`src/rtl/nn_dense_layer.sv`:
```
// nn_dense_layer: one fully-connected fixed-point layer, loaded through a read port and
// evaluated serially at one MAC per cycle behind a 4-phase req/ack handshake.
module nn_dense_layer #(
   parameter int N_IN = 2,
   parameter int N_OUT = 2,
   parameter int FRAC = 4,
   parameter int RELU = 1,
   parameter logic [N_OUT*N_IN*8-1:0] WEIGHTS = {(N_OUT*N_IN){8'h10}},
   parameter logic [N_OUT*8-1:0] BIAS = '0,
   localparam int AW = (N_IN > 1) ? $clog2(N_IN) : 1
) (
   input  logic                   clk,
   input  logic                   rst,
   input  logic                   fill,
   input  logic                   req,
   output logic                   ack_layer,
   output logic                   in_rd,
   output logic [AW-1:0]          in_addr,
   input  logic signed [7:0]      in_data,
   output logic [N_OUT*8-1:0]     out_act
);
   localparam int ACCW = 16 + $clog2(N_IN + 1) + 1;
   localparam int CW = $clog2(N_IN + 1);
   localparam int JW = $clog2(N_OUT + 1);
   localparam logic [CW-1:0] LD_END = CW'(N_IN);
   localparam logic [AW-1:0] I_END = AW'(N_IN - 1);
   localparam logic [JW-1:0] J_END = JW'(N_OUT);
   localparam logic signed [ACCW-1:0] SAT_HI = 127;
   localparam logic signed [ACCW-1:0] SAT_LO = -128;

   typedef enum logic [1:0] {IDLE, LOAD, MAC, DONE} state_t;
   state_t state_q, state_d;
   logic [CW-1:0] cnt_q, cnt_d;
   logic [AW-1:0] addr_q, addr_d, rd_addr_q, rd_addr_d, i_q, i_d;
   logic [JW-1:0] j_q, j_d, wr_j_q, wr_j_d, jj;
   logic rd_q, rd_d, wr_q, wr_d, ack_q, ack_d;
   logic signed [ACCW-1:0] acc_q, acc_d, base, sh, sat;
   logic signed [7:0] xbuf_q [N_IN];
   logic signed [7:0] xbuf_d [N_IN];
   logic [N_OUT*8-1:0] out_q, out_d;
   logic signed [7:0] w, b, y;
   logic signed [15:0] prod;

   always_ff @(posedge clk or negedge rst)
      if (!rst) state_q <= IDLE;
      else state_q <= state_d;

   always_comb begin
      state_d = state_q;
      case (state_q)
         IDLE: if (req && !fill) state_d = LOAD;
         LOAD: if (cnt_q == LD_END) state_d = MAC;
         MAC: if (j_q == J_END) state_d = DONE;
         DONE: if (!req) state_d = IDLE;
         default: state_d = IDLE;
      endcase
   end

   // Sync-read source: data for in_addr arrives one edge later and is captured on the next,
   // so xbuf is filled from a delayed copy of the strobe. j_q == N_OUT is the final write-back cycle.
   always_comb begin
      in_rd = (state_q == LOAD) && (cnt_q != LD_END);
      cnt_d = (state_q == LOAD) ? cnt_q + CW'(1) : '0;
      addr_d = (state_q == IDLE && state_d == LOAD) ? '0 :
               (in_rd && addr_q != I_END) ? addr_q + AW'(1) : addr_q;
      rd_d = in_rd;
      rd_addr_d = addr_q;
      xbuf_d = xbuf_q;
      if (rd_q) xbuf_d[rd_addr_q] = in_data;
      jj = (j_q == J_END) ? '0 : j_q;
      w = WEIGHTS[(int'(jj) * N_IN + int'(i_q)) * 8 +: 8];
      b = BIAS[int'(jj) * 8 +: 8];
      prod = w * xbuf_q[i_q];
      base = (i_q == '0) ? ({{(ACCW-8){b[7]}}, b} <<< FRAC) : acc_q;
      acc_d = (state_q == MAC && j_q != J_END) ? base + {{(ACCW-16){prod[15]}}, prod} : acc_q;
      i_d = (state_q == MAC && i_q != I_END) ? i_q + AW'(1) : '0;
      j_d = (state_q != MAC) ? '0 : (i_q == I_END) ? j_q + JW'(1) : j_q;
      wr_d = (state_q == MAC) && (j_q != J_END) && (i_q == I_END);
      wr_j_d = j_q;
      sh = acc_q >>> FRAC;
      sat = (sh > SAT_HI) ? SAT_HI : (sh < SAT_LO) ? SAT_LO : sh;
      y = (RELU != 0 && sat[7]) ? 8'sd0 : sat[7:0];
      out_d = out_q;
      if (wr_q) out_d[int'(wr_j_q) * 8 +: 8] = y;
      ack_d = (state_d == DONE);
   end

   always_ff @(posedge clk or negedge rst)
      if (!rst) begin
         cnt_q <= '0;
         addr_q <= '0;
         rd_addr_q <= '0;
         rd_q <= 1'b0;
         i_q <= '0;
         j_q <= '0;
         wr_q <= 1'b0;
         wr_j_q <= '0;
         acc_q <= '0;
         xbuf_q <= '{default: '0};
         out_q <= '0;
         ack_q <= 1'b0;
      end else begin
         cnt_q <= cnt_d;
         addr_q <= addr_d;
         rd_addr_q <= rd_addr_d;
         rd_q <= rd_d;
         i_q <= i_d;
         j_q <= j_d;
         wr_q <= wr_d;
         wr_j_q <= wr_j_d;
         acc_q <= acc_d;
         xbuf_q <= xbuf_d;
         out_q <= out_d;
         ack_q <= ack_d;
      end

   assign ack_layer = ack_q;
   assign in_addr = addr_q;
   assign out_act = out_q;
endmodule

```
`config.mk`:
```
export PLATFORM = sky130hd
export DESIGN_NAME = nn_dense_layer
export DESIGN_NICKNAME = d
export VERILOG_FILES = /design/src/rtl/nn_dense_layer.sv
export SDC_FILE = /design/constraint.sdc
export NUM_CORES = 1
export LEC_CHECK = 0
export ABC_CLOCK_PERIOD_IN_PS = 8300
export BUFFER_PORTS_ARGS = -buffer_cell sky130_fd_sc_hd__buf_2
export CORE_MARGIN = 2
export CORE_UTILIZATION = 43
export DETAILED_ROUTE_END_ITERATION = 10
export PLACE_DENSITY = 0.59
export SYNTH_ARGS = -nofsm -noshare
export SYNTH_HDL_FRONTEND = slang
export SYNTH_SLANG_ARGS = --single-unit
```
`constraint.sdc`:
```
create_clock -name clk -period 8.3 [get_ports clk]
set_clock_uncertainty 0.1 [all_clocks]
set_input_delay 2.075 -clock clk [delete_from_list [all_inputs] [get_ports clk]]
set_output_delay 2.075 -clock clk [all_outputs]
set_load 0.005 [all_outputs]
```
Word-level counts from Yosys, hierarchy flattened. Index checks and enable logic that the tools add are counted.

Register bits after elaboration: 65. Input bits: 12. Output and inout port bits: 19. Word-level logic and storage cells: 80.

Add/sub/neg operators: 7. Multipliers: 1. $lt $le $gt $ge: 5. Equality and inequality tests: 10. Shift operators: 4. Muxes and demuxes: 23. Bitwise operators: 4. Reductions and logical operators: 12.

Operator list (count): two-way mux 8 bit (6); negation 5 -> 33 bit (1); variable shift 8 x 33 -> 16 bit (first input constant) (1); variable part select 8 x 33 -> 16 bit (1); bitwise mux 16 bit (2); variable part select 32 x 8 -> 8 bit (first input constant) (1); adder 19 bit (1); two-way mux 19 bit (1); multiplier 8 x 8 -> 16 bit (1); two-way mux 2 bit (8); variable part select 16 x 6 -> 8 bit (first input constant) (1); > comparator 15 x 8 -> 1 bit (second input constant) (1); less-than comparator 15 x 8 -> 1 bit (second input constant) (1); == test 2 bit (second input constant) (5); demux 8 bit (select 1 bit) (1); logical AND 1 bit (8); case mux 2 bit (4 select lines) (1); two-way mux 7 bit (1); inequality test 2 bit (second input constant) (3); adder 2 x 1 -> 2 bit (second input constant) (2); adder 3 x 1 -> 4 bit (1); == test 2 x 1 -> 1 bit (second input constant) (2); >= comparator 2 bit (second input constant) (2); NOT 1 -> 2 bit (2); other kinds (7) (12).

Logic depth before layout (Yosys ltp). Gate-level depths: netlist of the first run.

Word-level depth: 7. Mapped depth: 19. Depth with buffers taken out: 17.

Worst setup path before layout of the first run. OpenSTA, ideal clock, no wires.

Kind: register to register. From: register i_q. To: register acc_q[18]. Library setup time: 80 ps. Arrival: 4080 ps. Required time: 8120 ps. Path slack: 4040 ps. Cell stages (with the launch flop): 19. Path buffers: 1. Period minus slack after synthesis: 4260 ps. Path through: dfrtp_1 buf_6 mux2i_4 inv_1 ha_1 ha_1 ha_1 ha_1 a41o_1 a211oi_4 nand2_2 inv_1 ha_1 a21oi_1 nor2_1 a2111oi_2 nand3_1 nor2b_1 o211ai_2.

Word-level cells in the longest chain between the ends: 6. Elaborated cells on any way between the ends: 9.

RTL lines: start: declaration (line 34) `logic [AW-1:0] addr_q, addr_d, rd_addr_q, rd_addr_d, i_q, i_d;`; start signal: assignment (line 107) `i_q <= i_d;`; parallel branches: the longest is 5 deep, another holds multiplier 8 x 8 -> 16 bit; adder 19 bit (*) (line 75) `acc_d = (state_q == MAC && j_q != J_END) ? base + {{(ACCW-16){prod[15]}}, prod} : acc_q;`; end signal: assignment (line 98) `acc_q <= '0;`; end signal: assignment (line 111) `acc_q <= acc_d;`; end: declaration (line 37) `logic signed [ACCW-1:0] acc_q, acc_d, base, sh, sat;`.

Mark *: on every way between the ends. The select of a mux whose other input is x is not followed. A chain may end at the register's enable or synchronous reset.

Worst setup path in the final report of the first run. Same ends and word-level chain as after synthesis.

==> out/results.tsv, run 1 <==
stage	metric	value	unit
die	Die H	93.7	um
detailed_routing	Final ANT Viol Nets	0	
finish	Post-Layout Cell Count	488	
setup_path	critical path class	register to register	
yosys	post-synthesis async set-or-reset flop share	1.00	
setup_path	worst reg2reg path startpoint	i_q$_DFF_PN0_	
detailed_routing	WL per Instance	12.8	um
setup_path	CP max FO	26	
yosys	Post-synth EDFFs	0	
setup_path	most frequent cell on the critical path	ha_1	
setup_path	crit path cell chain	mux2i_4, inv_1, ha_1, ha_1, ha_1, ha_1, a41o_1, a211oi_4, nand2_2, inv_1, ha_1, a21oi_1, nor2_1, a2111oi_2, nand3_1, nor2b_1, o211ai_2	
detailed_routing	DR vias	2424	
yosys	post-synthesis sequential area ratio	0.426	
yosys	Mapped Area	3460	um^2
cts	clock slew at reported path FFs	0.07	ns
yosys	library cells used by synthesis	48	
cts	post-CTS sizing	0	
yosys	warning count from the yosys run	0	
setup_path	CP delay by family, top	adder cells	
cts	CTS tree	yes	
yosys	#FFs+latches synth	59	
finish	final non-filler cell area	3890	um^2
die	IO Count	31	
pwr	PD cells	433	nW/um^2
job	Max-Cap Viols	0	
global_routing	All-Layer GR Usage	0.158	
placed_design	port bufs	28	
setup_path	Worst EP required	8.45	ns
cts	number of buffers created by CTS	9	
timing	Slew HR	0.372	
pwr	total power	1.68	mW
detailed_routing	DRT iter0 DRCs	76	
finish	area grow syn2layout	12.2	%
hold_path	Worst Hold Depth	1	
cts	CTS Buffer Depth	2	
global_routing	vias in the first global route	2433	
detailed_routing	DRC	0	
yosys	post-synthesis cell count	351	
global_routing	initial antenna violation count	0	
timing	final number of max-transition violations	0	
setup_path	reg2reg setup slack	3.10	ns
timing	final period utilization	0.626	
setup_path	CP max stage delay	0.96	ns
detailed_routing	drt first pass iters	4	
die	Site Rows	32	
die	Horiz. Die Dim	93.7	um
cts	CTS hold repair buffers	0	
hold_path	Hold Crit Start	cnt_q[0]$_DFF_PN0_	
setup_path	R2R Path End	acc_q[18]$_DFFE_PN0P_	
detailed_routing	post-DR vias/cell	4.97	
placed_design	placer congestion estimate	0.842	
cts	Clock Root Buffer	clkbuf_8	
die	die area	8790	um^2
hold_path	Hold Crit Endpoint	cnt_q[0]$_DFF_PN0_	
setup_path	crit end category	register	
hold_path	HP Class	register to register	
setup_path	buffer and inverter count on the worst path	2	
run_status	status	finished clean	
timing	Final Hold Fails	0	
finish	ANT cells	0	
setup_path	Critical Path Source	i_q$_DFF_PN0_	
setup_path	crit path DAT	5.35	ns
yosys	Top FF cell, synth	dfrtp_1	
die	core footprint	7770	um^2
cts	setup bufs post-CTS	0	
setup_path	Critical Path Start Type	register	
setup_path	reg2reg path depth	17	
timing	setup tns final	0	ns
die	Initial Utilization	0.446	
cts	clock latency on the worst-skew pair	0.33	ns
timing	count of final setup violators	0	
placed_design	DP Cell Count	472	
timing	Max Clk Rate	192	MHz
cts	H-tree depth reported by CTS	3	
pwr	Leak Pwr	1.88	nW
timing	Slew @ Worst Pin	0.943	ns
placed_design	Placed Area	3680	um^2
global_routing	gr ovfl total	0	
setup_path	slowest CP cell	dfrtp_1	
cts	CTS Sinks	59	
pwr	VDD IR-drop max	212	uV
detailed_routing	DRT Wirelength	6250	um
placed_design	Post-DP HPWL	4730	um
yosys	Avg Cell Area, Syn	9.87	um^2
finish	layout cells sized above 1	0.192	
timing	RSZ-0062 raised after global routing	no	
global_routing	pin count of the biggest net entering global routing	60	
timing	clock period minus worst slack	5.20	ns
finish	Layout Nets	425	
global_routing	first-pass GRT wire length	11100	um
## per-stage QoR
stage | setup slack, ns | hold slack [ns] | utilization
6_report | 3.10 | 0.322 | 0.500
5_1_grt | 2.66 | 0.352 | 0.500
4_1_cts | 3.07 | 0.323 | 0.500
3_5_place_dp | 3.09 | 0.314 | 0.474
3_3_place_gp | 3.26 | 0.314 | 0.474
2_1_floorplan | 4.04 | 0.301 | -
## report_power, final
group	switching (mW)	internal (mW)	leakage, nW
logic	0.512	0.422	1.03
registers	0.0904	0.400	0.748
clock network	0.113	0.147	0.102
total	0.715	0.969	1.88
## cells by family after synthesis
logic type	Yosys count	share of synthesized area
DFF	59	0.426
AOI/OAI and AO/OA	76	0.138
adders and majority gates	32	0.118
and+or+nand+nor	115	0.154
muxes	26	0.0849
xor gates and xnor gates	19	0.0480
other	1	0.00108
buffers and inverters	23	0.0300
## flip-flops by register name (all words and copies together) (netlist names)
register	flops
out_act	14
cnt_q	2
ack_layer	1
wr_j_q	2
state_q	2
acc_q	15
rd_addr_q	1
in_addr	1
wr_q	1
i_q	1
j_q	2
xbuf_q	16
rd_q	1
## Yosys cell counts, drive strengths merged (2+ instances only)
cell / number / area share
nor3: 4 / 0.0058
nor2: 31 / 0.034
a21oi: 21 / 0.033
nand4: 3 / 0.0054
or2: 4 / 0.0072
a21o: 5 / 0.011
xnor2: 11 / 0.028
buf: 5 / 0.010
clkbuf: 6 / 0.0065
o21ai: 33 / 0.048
nand2b: 3 / 0.0054
a211oi: 2 / 0.0079
o21bai: 3 / 0.0065
nand2: 44 / 0.048
dfrtp: 59 / 0.43
nor2b: 6 / 0.011
mux2i: 9 / 0.030
a31oi: 2 / 0.0036
ha: 31 / 0.11
o211ai: 2 / 0.0058
inv: 12 / 0.013
xor2: 8 / 0.020
mux2: 17 / 0.055
and2: 13 / 0.023
or3: 2 / 0.0036
## final cells by class
cell class,instances,area (um^2)
Clock inverter,6,65.1
Sequential cell,59,1480
Tap cell,102,128
Clock buffer,10,138
Fill cell,742,3880
Multi-Input combinational cell,270,1890
Inverter,12,45.0
Timing Repair Buffer,29,148
## placed cells by master (no fill, tap or decap), types with 11 or more instances in the layout
| cell | synthesis | final |
|---|---|---|
| xnor2_1 | 11 | 11 |
| mux2_2 | 17 | 17 |
| nor2_1 | 31 | 31 |
| ha_1 | 31 | 31 |
| o21ai_0 | 31 | 31 |
| dfrtp_1 | 59 | 59 |
| nand2_1 | 43 | 43 |
| buf_2 | 2 | 28 |
| inv_1 | 12 | 12 |
| and2_1 | 13 | 13 |
| a21oi_1 | 19 | 19 |
## per-layer routing
metal | part of all wire | global-route usage | wire length [um] | up-vias
met5 | 0 | 0 | 0 | -
met4 | 0.0038 | 0.0507 | 24 | 0
met3 | 0.047 | 0.0417 | 295 | 2
met2 | 0.44 | 0.239 | 2760 | 47
met1 | 0.51 | 0.221 | 3170 | 1102
li1 | - | - | - | 1273
## worst max path at each step
stage / slack, ns / to / cells past startpoint
floorplan: 4.04 / acc_q[18]$_DFFE_PN0P_ / 18
global placement: 3.26 / acc_q[18]$_DFFE_PN0P_ / 17
detailed placement: 3.09 / acc_q[18]$_DFFE_PN0P_ / 17
CTS: 3.07 / acc_q[18]$_DFFE_PN0P_ / 17
global route: 2.66 / acc_q[18]$_DFFE_PN0P_ / 17
finish: 3.10 / acc_q[18]$_DFFE_PN0P_ / 17
## worst reg2reg max path, cell delays in order, from the launching register on
cell and delay (ns):
dfrtp_1 0.96, mux2i_4 0.56, inv_1 0.17, ha_1 0.36, ha_1 0.31, ha_1 0.20, ha_1 0.26, a41o_1 0.30
a211oi_4 0.31, nand2_2 0.12, inv_1 0.13, ha_1 0.31, a21oi_1 0.16, nor2_1 0.07, a2111oi_2 0.37, nand3_1 0.14
nor2b_1 0.16, o211ai_2 0.14
(Power assumes the default switching activity.)
==> run 2: changes to the inputs <==
Settings changed: ABC_AREA set to 1, ABC_CLOCK_PERIOD_IN_PS 8300 to 4300, PLACE_DENSITY 0.59 to 0.61.
Clock period 8.3 ns to 4.3 ns, I/O delays scaled along.
==> run 2 against run 1 <==
  * Total power rose by 83%
  * Sequential cell count did not move
  * Setup slack got worse by 2.7 ns
  * Register-to-register slack got worse by 2.7 ns
  * Critical path type unchanged
  * Largest cell class unchanged
==> out/results.tsv, run 2 <==
stage	metric	value	unit
die	IO Count	31	
detailed_routing	DRT Wirelength	8030	um
pwr	VDD IR-drop max	376	uV
detailed_routing	post-DR vias/cell	4.93	
cts	Clock Root Buffer	clkbuf_8	
timing	RSZ-0062 raised after global routing	no	
yosys	Mapped Area	3760	um^2
setup_path	critical path class	register to register	
finish	area grow syn2layout	12.6	%
finish	ANT cells	0	
cts	CTS Buffer Depth	2	
setup_path	reg2reg setup slack	0.36	ns
global_routing	initial antenna violation count	0	
placed_design	pre-CTS setup slack	0.205	ns
finish	final core utilization	0.492	
yosys	top cells by area, synth	dfrtp_1, nand2_1, ha_1	
global_routing	first-pass GRT wire length	14300	um
global_routing	met1 Usage GRT	0.247	
global_routing	most used routing layer	met2	
die	core footprint	8590	um^2
placed_design	placer congestion estimate	0.901	
cts	number of buffers created by CTS	9	
yosys	#FFs+latches synth	59	
global_routing	vias in the first global route	3140	
timing	Final Hold Fails	0	
placed_design	Placed Area	4000	um^2
finish	Largest register FFs	16	
detailed_routing	drt first pass iters	5	
yosys	post-synthesis cell count	485	
pwr	Leak Pwr	2.37	nW
timing	final period utilization	0.916	
hold_path	Worst Hold Depth	0	
timing	setup tns final	0	ns
timing	Slew @ Worst Pin	0.730	ns
hold_path	HP Class	register to register	
yosys	Synth top area share	0.393	
die	Initial Utilization	0.437	
setup_path	Critical Path Start Type	register	
timing	clock period minus worst slack	3.94	ns
pwr	total power	3.08	mW
setup_path	worst reg2reg path startpoint	i_q$_DFF_PN0_	
global_routing	All-Layer GR Usage	0.185	
die	die area	9500	um^2
finish	most flop-heavy register	xbuf_q	
timing	min setup slack post-route	0.361	ns
timing	final number of max-transition violations	0	
global_routing	GR Layer Usage met2	0.292	
job	Max-Cap Viols	0	
finish	final non-filler cell area	4230	um^2
run_status	status	finished clean	
die	Die H	97.5	um
yosys	post-synthesis async set-or-reset flop share	1.00	
yosys	Post-synth EDFFs	0	
cts	CTS tree	yes	
setup_path	reg2reg path depth	24	
hold_path	Hold Crit Start	in_addr$_DFFE_PN0P_	
setup_path	Worst EP required	4.44	ns
cts	CTS Sinks	59	
yosys	Avg Cell Area, Syn	7.74	um^2
finish	Reg area	1480	um^2
cts	H-tree depth reported by CTS	3	
yosys	Top FF cell, synth	dfrtp_1	
placed_design	port bufs	28	
die	Horiz. Die Dim	97.5	um
finish	fillers	841	
yosys	top cells by count, synth	nand2_1, inv_1, dfrtp_1	
yosys	count leader, synth	nand2_1	
yosys	warning count from the yosys run	0	
finish	layout cells sized above 1	0.148	
setup_path	CP max FO	10	
timing	Max Clk Rate	254	MHz
detailed_routing	DRC	0	
finish	Post-Layout Cell Count	635	
detailed_routing	DR vias	3130	
timing	count of final setup violators	0	
yosys	area leader, netlist	dfrtp_1	
global_routing	pin count of the biggest net entering global routing	34	
global_routing	met3 Resource Use GR	0.0439	
finish	Layout Nets	566	
setup_path	R2R Path End	acc_q[18]$_DFFE_PN0P_	
detailed_routing	WL per Instance	12.6	um
yosys	post-synthesis sequential area ratio	0.393	
detailed_routing	Final ANT Viol Nets	0	
cts	clock slew at reported path FFs	0.07	ns
hold_path	Hold Crit Endpoint	rd_addr_q$_DFF_PN0_	
detailed_routing	DRT iter0 DRCs	152	
yosys	library cells used by synthesis	38	
placed_design	Post-DP HPWL	6060	um
global_routing	gr ovfl total	0	
timing	Slew HR	0.513	
cts	clock latency on the worst-skew pair	0.35	ns
placed_design	DP Cell Count	616	
die	Site Rows	34	
setup_path	crit end category	register	
setup_path	crit path DAT	4.08	ns
finish	area occupied by multi-input gates	1960	um^2
finish	most frequent cells in the layout	nand2_1, inv_1, dfrtp_1	
finish	commonest non-fill, non-tap cell in the layout	nand2_1	
timing	Post-Route Hold Slack	0.303	ns
pwr	PD cells	728	nW/um^2
## run 2: what timing repair did
item	in CTS	in global routing
buffers inserted	0	3
hold endpoints to repair	0	0
endpoints found under the setup margin	0	7
resized for setup	0	7
hold buffers	0	0
## run 2: kinds of logic (layout without fill, tap and decap cells)
| logic type | after synthesis | count (layout) | share of synthesized area |
|---|---|---|---|
| other cells | 1 | 2 | 0.000998 |
| xor+xnor | 10 | 10 | 0.0233 |
| flops | 59 | 59 | 0.393 |
| fa+ha+maj | 32 | 32 | 0.109 |
| simple gates | 240 | 240 | 0.285 |
| buf+inv | 84 | 125 | 0.0909 |
| compound gates | 59 | 59 | 0.0976 |
## run 2: area by class of cell
class / count / share of cell area
Multi-Input combinational cell: 343 / 0.465
Sequential cell: 59 / 0.350
Inverter: 75 / 0.0678
Timing Repair Buffer: 34 / 0.0438
Clock buffer: 10 / 0.0326
Tap cell: 108 / 0.0320
Clock inverter: 6 / 0.00977
## run 2: critical path, cell delays in order (launching register included)
cell	delay [ns]
dfrtp_2	0.48
inv_6	0.13
nand2_8	0.06
nand2_2	0.15
inv_1	0.12
ha_1	0.34
ha_1	0.31
ha_1	0.21
ha_1	0.27
nand2_1	0.06
o21bai_2	0.14
nand2_1	0.14
nand2_1	0.13
xor2_1	0.16
ha_1	0.30
nand2_1	0.13
inv_1	0.05
nand2_1	0.05
nand2_1	0.06
nand2_1	0.06
nand2_1	0.06
a21oi_1	0.12
nand2_1	0.06
nand3_1	0.06
nand2_1	0.05
## run 2: per-layer routing
| metal | vias up | part of all wire |
|---|---|---|
| li1 | 1618 | - |
| met1 | 1431 | 0.49 |
| met2 | 70 | 0.45 |
| met3 | 11 | 0.046 |
| met4 | 0 | 0.016 |
| met5 | - | 0 |
## run 2: worst max-delay path by stage
| stage | endpoint | startpoint |
|---|---|---|
| after global routing | acc_q[17]$_DFFE_PN0P_ | i_q$_DFF_PN0_ |
| after global placement | acc_q[17]$_DFFE_PN0P_ | j_q[0]$_DFFE_PN0P_ |
| after CTS | acc_q[17]$_DFFE_PN0P_ | i_q$_DFF_PN0_ |
| final | acc_q[18]$_DFFE_PN0P_ | i_q$_DFF_PN0_ |
| after floorplan | acc_q[17]$_DFFE_PN0P_ | i_q$_DFF_PN0_ |
| after detailed placement | acc_q[17]$_DFFE_PN0P_ | i_q$_DFF_PN0_ |
## run 2: report_power, final
group,leakage [nW],internal (mW),switching (mW)
logic,1.54,0.656,1.08
registers,0.754,0.752,0.137
clock network,0.0843,0.223,0.234
==> run 3: changes to the inputs <==
Settings changed: RECOVER_POWER set to 50.
==> run 3 against run 2 <==
  * The run now ends with capacitance limit, slew limit left
  * Largest cell class unchanged
  * Clock-buffer cell count is the same
  * Maximum frequency is essentially flat
  * Global-route usage is the same
  * Highest routed layer unchanged
  * Worst hold slack is essentially flat
  * Clock power is essentially flat
==> out/results.tsv, run 3 (synthesis results as in run 2) <==
stage	metric	value	unit
cts	Clock Root Buffer	clkbuf_8	
timing	Slew @ Worst Pin	1.77	ns
pwr	sequential share of power	0.289	
detailed_routing	drt first pass iters	5	
timing	Slew HR	-0.181	
timing	final number of max-transition violations	34	
finish	fillers	840	
die	Horiz. Die Dim	97.5	um
cts	number of buffers created by CTS	9	
hold_path	Worst Hold Depth	0	
setup_path	worst reg2reg path startpoint	i_q$_DFF_PN0_	
hold_path	Hold Crit Start	in_addr$_DFFE_PN0P_	
hold_path	Hold Crit Endpoint	rd_addr_q$_DFF_PN0_	
detailed_routing	DRT iter0 DRCs	171	
finish	Layout Nets	566	
cts	clock slew at reported path FFs	0.07	ns
setup_path	Worst EP required	4.44	ns
setup_path	crit end category	register	
global_routing	vias in the first global route	3140	
pwr	PD cells	732	nW/um^2
pwr	Clk pwr share	0.149	
die	die area	9500	um^2
global_routing	pin count of the biggest net entering global routing	34	
run_status	status	finished, violations left	
run_status	failing checks	capacitance limit, slew limit	
finish	Reg area	1480	um^2
placed_design	placer congestion estimate	0.901	
detailed_routing	DR vias	3138	
placed_design	port bufs	28	
setup_path	crit path DAT	4.08	ns
job	Max-Cap Viols	1	
pwr	Internal	1.63	mW
setup_path	Critical Path Start Type	register	
setup_path	reg2reg path depth	24	
finish	layout cells sized above 1	0.140	
detailed_routing	post-DR vias/cell	4.94	
timing	Max Clk Rate	254	MHz
placed_design	DP Cell Count	616	
timing	count of final setup violators	0	
cts	CTS Buffer Depth	2	
cts	clock latency on the worst-skew pair	0.35	ns
global_routing	gr ovfl total	0	
detailed_routing	DRT Wirelength	8040	um
finish	Largest register FFs	16	
timing	RSZ-0062 raised after global routing	no	
cts	CTS tree	yes	
setup_path	R2R Path End	acc_q[18]$_DFFE_PN0P_	
finish	Post-Layout Cell Count	635	
global_routing	initial antenna violation count	0	
timing	Final Hold Fails	0	
timing	setup tns final	0	ns
die	Site Rows	34	
die	Initial Utilization	0.437	
pwr	Switch Pwr	1.45	mW
die	IO Count	31	
detailed_routing	WL per Instance	12.7	um
setup_path	reg2reg setup slack	0.36	ns
timing	final period utilization	0.916	
cts	CTS Sinks	59	
hold_path	HP Class	register to register	
finish	area occupied by multi-input gates	1950	um^2
finish	most flop-heavy register	xbuf_q	
timing	clock period minus worst slack	3.94	ns
finish	commonest non-fill, non-tap cell in the layout	nand2_1	
setup_path	CP max FO	10	
pwr	combinational power share	0.562	
global_routing	first-pass GRT wire length	14300	um
setup_path	critical path class	register to register	
finish	area grow syn2layout	11.9	%
die	core footprint	8590	um^2
global_routing	All-Layer GR Usage	0.185	
cts	H-tree depth reported by CTS	3	
detailed_routing	DRC	0	
die	Die H	97.5	um
pwr	VDD IR-drop max	376	uV
detailed_routing	Final ANT Viol Nets	0	
finish	ANT cells	0	
finish	final core utilization	0.489	
pwr	Leak Pwr	2.36	nW
placed_design	Post-DP HPWL	6060	um
finish	most frequent cells in the layout	nand2_1, inv_1, dfrtp_1	
pwr	Sw Ratio	0.471	
cts	CTS hold repair buffers	0	
[run 3: cell types whose count changed in the layout (fill, tap and decap cells not counted), sizes merged]
cell	before	now
buf	34	31
clkbuf	10	13
[run 3: final cells by class]
cell class,instances,share of cell area
timing repair buffer,34,0.0420
multi-input combinational,343,0.464
clock inverter,6,0.00982
clock buffer,10,0.0327
inverter,75,0.0682
sequential,59,0.351
tap,108,0.0321
[run 3: worst max-delay path, cell delays in order (launching register included)]
cell and delay (ns):
dfrtp_2 0.48, inv_6 0.13, nand2_8 0.06, nand2_2 0.15, inv_1 0.12, ha_1 0.34
ha_1 0.31, ha_1 0.21, ha_1 0.27, nand2_1 0.06, o21bai_2 0.14, nand2_1 0.14
nand2_1 0.13, xor2_1 0.16, ha_1 0.30, nand2_1 0.13, inv_1 0.05, nand2_1 0.05
nand2_1 0.06, nand2_1 0.06, nand2_1 0.06, a21oi_1 0.12, nand2_1 0.06, nand3_1 0.06
nand2_1 0.05
[run 3: worst max-delay path by stage]
stage | start | endpoint | slack, ns
after floorplan | i_q$_DFF_PN0_ | acc_q[17]$_DFFE_PN0P_ | 0.60
after global placement | j_q[0]$_DFFE_PN0P_ | acc_q[17]$_DFFE_PN0P_ | 0.30
after detailed placement | i_q$_DFF_PN0_ | acc_q[17]$_DFFE_PN0P_ | 0.20
after CTS | i_q$_DFF_PN0_ | acc_q[17]$_DFFE_PN0P_ | 0.18
after global routing | i_q$_DFF_PN0_ | acc_q[17]$_DFFE_PN0P_ | 0.008
final | i_q$_DFF_PN0_ | acc_q[18]$_DFFE_PN0P_ | 0.36
[run 3: per-stage QoR]
stage | worst slack [ns] | hold slack (ns) | instance area, um^2 | power [mW]
after floorplan | 0.599 | 0.291 | 3760 | 2.19
after global placement | 0.299 | 0.286 | 4000 | 2.55
after detailed placement | 0.205 | 0.289 | 4000 | 2.60
after CTS | 0.176 | 0.308 | 4180 | 3.07
after global routing | 0.00824 | 0.319 | 4200 | 3.41
final | 0.361 | 0.303 | 4200 | 3.08
[run 3: what timing repair did]
action	CTS	global route
setup endpoints to repair	0	7
buffers inserted	0	3
resized for setup	0	7
[run 3: layer usage]
| metal | part of all wire | global-route usage | vias up |
|---|---|---|---|
| li1 | - | - | 1615 |
| met1 | 0.49 | 0.247 | 1447 |
| met2 | 0.45 | 0.292 | 62 |
| met3 | 0.043 | 0.0439 | 14 |
| met4 | 0.017 | 0.0684 | 0 |
| met5 | 0 | 0 | - |
[run 3: power by group through the flow]
stage / clock [mW] / sequential (mW) / combinational [mW]
floorplan: 0 / 0.853 / 1.34
finish: 0.459 / 0.890 / 1.73
detailed placement: 0 / 0.898 / 1.70
global placement: 0 / 0.892 / 1.66
global route: 0.498 / 0.914 / 2.00
CTS: 0.471 / 0.889 / 1.71
